--- src/rtl/alu_issue_sched.sv ---
// Per-PE context sequencer / issue scheduler for the CGRA ALU: walks a loaded
// instruction store and issues only when the opcode's writeback slot is free.
module alu_issue_sched #(
  parameter int AWIDTH     = 8,
  parameter int MAC_LAT    = 3,
  parameter int ADDSUB_LAT = 2
) (
  input  logic              Clk,
  input  logic              Reset,
  input  logic              Cfg_We,
  input  logic [AWIDTH-1:0] Cfg_Addr,
  input  logic [9:0]        Cfg_Data,
  input  logic              Start,
  input  logic [AWIDTH-1:0] Start_Addr,
  input  logic [AWIDTH-1:0] End_Addr,
  input  logic [15:0]       Iter_Num,
  input  logic              Stall,
  output logic [3:0]        Opcode,
  output logic [1:0]        Sel0,
  output logic [1:0]        Sel1,
  output logic [1:0]        Sel2,
  output logic              Issue_Valid,
  output logic              Result_Valid,
  output logic [3:0]        Result_Opcode,
  output logic              Busy,
  output logic              Done,
  output logic              Err,
  output logic [1:0]        Dbg_State,
  output logic [AWIDTH-1:0] Dbg_Pc
);

  localparam int DEPTH = 2**AWIDTH;

  // Issue_Valid and Result_Valid are single-cycle qualifiers with no back-pressure:
  // Opcode/Sel* are meaningful only while Issue_Valid=1, Result_Opcode only while
  // Result_Valid=1; the consumer must take the value in that cycle.
  typedef enum logic [1:0] {
    S_IDLE  = 2'd0,
    S_RUN   = 2'd1,
    S_DRAIN = 2'd2
  } state_t;

  state_t state_q, state_d;

  logic [9:0]        mem [DEPTH];
  logic [AWIDTH-1:0] pc_q, start_q, end_q;
  logic [15:0]       iter_q;
  logic [MAC_LAT-1:0] resv_q, resv_d;
  logic [3:0]        tag_q [MAC_LAT];
  logic [3:0]        tag_d [MAC_LAT];

  logic [9:0] instr;
  logic [3:0] op;
  logic [3:0] lat;
  logic       reserved;
  logic       slot_free;
  logic       do_issue;
  logic       last_issue;
  logic       start_ok;

  assign instr     = mem[pc_q];
  assign op        = instr[3:0];
  assign reserved  = (op > 4'd8);
  assign start_ok  = (state_q == S_IDLE) && Start;
  assign Busy      = (state_q != S_IDLE);
  assign Dbg_State = state_q;
  assign Dbg_Pc    = pc_q;

  always_comb begin
    lat = 4'd0;
    unique case (op)
      4'h1, 4'h2:       lat = 4'(MAC_LAT);
      4'h3, 4'h4, 4'h5: lat = 4'(ADDSUB_LAT);
      4'h6, 4'h7, 4'h8: lat = 4'd1;
      default:          lat = 4'd0;
    endcase
  end

  // Slot k-1 after this cycle's shift is the writeback k cycles from this edge.
  always_comb begin
    resv_d    = resv_q >> 1;
    for (int k = 0; k < MAC_LAT - 1; k++) tag_d[k] = tag_q[k+1];
    tag_d[MAC_LAT-1] = 4'd0;
    slot_free = 1'b1;
    for (int k = 0; k < MAC_LAT; k++)
      if (lat == 4'(k + 1)) slot_free = !resv_d[k];
    do_issue = (state_q == S_RUN) && !Stall && slot_free;
    if (do_issue) begin
      for (int k = 0; k < MAC_LAT; k++) begin
        if (lat == 4'(k + 1)) begin
          resv_d[k] = 1'b1;
          tag_d[k]  = op;
        end
      end
    end
  end

  assign last_issue = do_issue && (pc_q == end_q) && (iter_q == 16'd1);

  always_ff @(posedge Clk) begin
    if (Reset) state_q <= S_IDLE;
    else       state_q <= state_d;
  end

  always_comb begin
    state_d = state_q;
    unique case (state_q)
      S_IDLE:  if (Start) state_d = S_RUN;
      S_RUN:   if (last_issue) state_d = S_DRAIN;
      S_DRAIN: if (resv_q == '0) state_d = S_IDLE;
      default: state_d = S_IDLE;
    endcase
  end

  // The store keeps its contents across Reset; it is only reloaded in IDLE.
  always_ff @(posedge Clk) begin
    if (Cfg_We && (state_q == S_IDLE)) mem[Cfg_Addr] <= Cfg_Data;
  end

  always_ff @(posedge Clk) begin
    if (Reset) begin
      pc_q          <= '0;
      start_q       <= '0;
      end_q         <= '0;
      iter_q        <= '0;
      resv_q        <= '0;
      for (int k = 0; k < MAC_LAT; k++) tag_q[k] <= 4'd0;
      Opcode        <= 4'd0;
      Sel0          <= 2'd0;
      Sel1          <= 2'd0;
      Sel2          <= 2'd0;
      Issue_Valid   <= 1'b0;
      Result_Valid  <= 1'b0;
      Result_Opcode <= 4'd0;
      Done          <= 1'b0;
      Err           <= 1'b0;
    end else begin
      resv_q        <= resv_d;
      for (int k = 0; k < MAC_LAT; k++) tag_q[k] <= tag_d[k];
      Result_Valid  <= resv_q[0];
      Result_Opcode <= resv_q[0] ? tag_q[0] : 4'd0;
      Done          <= (state_q == S_DRAIN) && (resv_q == '0);
      Issue_Valid   <= do_issue;
      Opcode        <= (do_issue && !reserved) ? op : 4'd0;
      Sel0          <= (do_issue && !reserved) ? instr[5:4] : 2'd0;
      Sel1          <= (do_issue && !reserved) ? instr[7:6] : 2'd0;
      Sel2          <= (do_issue && !reserved) ? instr[9:8] : 2'd0;
      if (start_ok) begin
        pc_q    <= Start_Addr;
        start_q <= Start_Addr;
        end_q   <= End_Addr;
        iter_q  <= (Iter_Num == 16'd0) ? 16'd1 : Iter_Num;
        Err     <= 1'b0;
      end else if (do_issue) begin
        if (reserved) Err <= 1'b1;
        if (pc_q == end_q) begin
          pc_q   <= start_q;
          iter_q <= iter_q - 16'd1;
        end else begin
          pc_q <= pc_q + 1'b1;
        end
      end
    end
  end

endmodule

--- config.mk ---
export PLATFORM = sky130hd
export DESIGN_NAME = alu_issue_sched
export DESIGN_NICKNAME = d
export VERILOG_FILES = /design/src/rtl/alu_issue_sched.sv
export SDC_FILE = /design/constraint.sdc
export NUM_CORES = 2
export LEC_CHECK = 0
export ABC_AREA = 0
export CELL_PAD_IN_SITES_DETAIL_PLACEMENT = 1
export CELL_PAD_IN_SITES_GLOBAL_PLACEMENT = 1
export CORE_MARGIN = 4
export CORE_UTILIZATION = 56
export DETAILED_ROUTE_END_ITERATION = 8
export PLACE_DENSITY_LB_ADDON = 0.1
export SYNTH_ARGS = -nofsm -noshare
export SYNTH_HDL_FRONTEND = slang
export SYNTH_SLANG_ARGS = --single-unit
--- constraint.sdc ---
create_clock -name Clk -period 6.1 [get_ports Clk]
set_input_delay 1.22 -clock Clk [delete_from_list [all_inputs] [get_ports Clk]]
set_output_delay 1.22 -clock Clk [all_outputs]
set_load 0.05 [all_outputs]
==> metrics <==
GRT overflow=0; final hold vios=0; Final Hold Slack=approximately 440 ps; DP HPWL=roughly 170000 um; Setup WS pre-CTS=roughly 280 ps; Power Total=slightly below 40 mW; met1 layer usage reported by global route=a little over two fifths; H-tree levels=5; WHS Path Cells=1; initial antenna violation count=8; crit start category=register; CORE AREA=0.181 mm2; Hold Crit Class=reg2reg; wire per inst=~36 um; Residual DRC=0; initial detailed-routing violation count=about 6300; CP Data Arrival Time=6590 ps; fin crit share=between 90% and 100%; clock latency on the worst-skew pair=about 930 ps; gr usage total=between 20% and 30%; I/O Buffers=83; Synth-to-Final Area Change=14.2%; post-synthesis sequential area ratio=between 70% and 80%; vias in the first global route=~53000; Clock Path Buffers=4; CTS tree=yes; register area=a little under 0.08 mm2; commonest non-fill, non-tap cell in the layout=edfxtp_1; area post-placement=around 0.11 mm2; Syn Std Cell Area=between 0.1 and 0.15 mm2; setup violators final=0; share of cells above drive strength 1=approximately 30%; Fillers=between 10000 and 15000; IO Pins=84; CP Max Fanout=33; number of clock sinks=around 2600; Pwr Density=~340 mW/mm2; gpl congestion=between 0.8 and 0.9; static leakage=around 36 nW; max cap viols=0; Main synth FF type=edfxtp_1; number of synthesized register bits=~2600; vias=just over 50000; pins over their slew limit=0; Worst Skew=40.8 ps; min setup slack post-route=300 ps; CP Capture Type=register; slew at the pin with the worst max-slew slack=between 1000 and 1500 ps; first-pass GRT wire length=395000 um; largest net degree at the start of global routing=~190; Post-DRT Antenna Nets=0; YS warnings=0; Final nets=just over 5000; GR Layer Usage met2=a little under half; most used routing layer=met2; Via density=6.62; Clock transition at path regs=60 ps; Peak supply drop=about 0.36 mV; Post-Route WL=between 200000 and 300000 um; DRT Pass-1 Iters=5; Post-synth ARST share=0%; required time of the worst setup path=about 7000 ps; final instance area=about 0.12 mm2; Multi-input gate area=0.0224 mm2; Post-synth EDFFs=2560; Die Wd=435 um; synth unique cells=73; initial cell density of the core=between 50% and 60%; CTS Root Cell=clkbuf_16; Avg Inst Size Synth=between 20 and 25 um2; Rel. slew slack=~4.3%; outcome=complete, no violations; hold_buf cts=0; Post-Syn Instances=~4600; Die H=between 400 and 500 um; # rows=around 160; Period minus WS final=roughly 5800 ps; fmax=approximately 170 MHz; RSZ-0062 raised after global routing=false; met3 Usage GRT=around 5.1%; leading cell types in the layout, fill and taps excluded=edfxtp_1, mux4_2, buf_4; setup TNS=0 ps; die area=between 0.15 and 0.2 mm2; total CTS buffers=roughly 280; critical path class=reg2reg; R2R depth=15
Yosys cell counts, types with 11 or more instances:
cell	count	area (um2)
a211oi_1	11	82.6
a21oi_1	41	205
a22oi_1	48	360
buf_1	18	67.6
buf_2	63	315
buf_4	19	143
buf_6	21	236
clkbuf_1	133	499
dfxtp_1	83	1660
edfxtp_1	2560	76900
inv_1	13	48.8
mux2i_1	93	931
mux4_2	771	17400
nand2_1	92	345
nand3_1	46	230
nor2_1	324	1220
nor2b_1	26	163
nor3_1	13	65.1
nor4_1	16	100
o21ai_0	22	110
or3_1	12	75.1
logic make-up (layout without fill, tap and decap cells):
family / after synthesis / after routing / synth area share [%]
other: 1 / 5 / 0.00367
adder cells (fa/ha/maj): 5 / 5 / 0.0612
buffers and inverters: 273 / 955 / 1.35
AND/OR/NAND/NOR: 582 / 582 / 2.53
AO/OA/AOI/OAI: 182 / 182 / 1.24
multiplexers: 871 / 871 / 18.0
flip-flops: 2643 / 2643 / 76.8
XOR/XNOR: 10 / 10 / 0.0856
sequential cells by signal, indices dropped and copies added (netlist names), 4 cells and up, named ones only:
signal / cells
Dbg_Pc: 8
Result_Opcode: 4
mem: 2560
iter_q: 16
Opcode: 4
tag_q: 12
start_q: 8
end_q: 8
critical path: stages, from the launching register on:
cell      delay, ps
dfxtp_4         610
buf_12          330
mux4_2          540
mux4_2          520
mux4_2          620
mux4_2          610
clkinv_1        140
ha_1            200
nor2_1           60
o211a_1         110
o32ai_1         210
o311ai_2        250
a311o_1         550
buf_4           270
or3_1           300
a311oi_1        290
metal layers:
metal	part of all wire (%)	wire [um]
met1	40	109000
met4	3.6	9800
met3	8.3	22700
met5	0.0088	24
met2	48	130000
cell type report:
cell class                      count  share of cell area (%)
Clock inverter                    144                    1.16
Antenna cell                        3                 0.00643
Multi-Input combinational cell   1652                    19.2
Inverter                           16                  0.0557
Timing Repair Buffer              453                    3.41
Sequential cell                  2643                    67.3
Tap cell                         2370                    2.54
Clock buffer                      342                    6.38
metrics by stage:
step | instances | utilization (%)
global placement | 7134 | 59.6
floorplan | 4568 | -
global route | 7621 | 64.5
detailed placement | 7134 | 59.6
CTS | 7620 | 64.5
finish | 7623 | 64.5
where the power goes:
part	total, mW	internal (mW)	switching [mW]
clock	16.5	9.73	6.81
combinational	2.89	1.17	1.72
sequential	20.0	19.9	0.0872
what timing repair did:
item,4_1_cts,5_1_grt
buffers inserted,0,0
resized for setup,0,2
endpoints found under the setup margin,0,5
path summary, 6_finish.rpt:
check,from,slack [ps],end
hold reg to reg,tag_q[0][0]$_SDFF_PP0_,440,Result_Opcode[0]$_SDFF_PP0_
setup / recovery,register,300,iter_q[2]$_SDFFE_PP0P_
setup reg to reg,register,300,iter_q[2]$_SDFFE_PP0P_
hold / removal,tag_q[0][0]$_SDFF_PP0_,440,Result_Opcode[0]$_SDFF_PP0_
No activity file was read; power rests on OpenSTA's default activity.
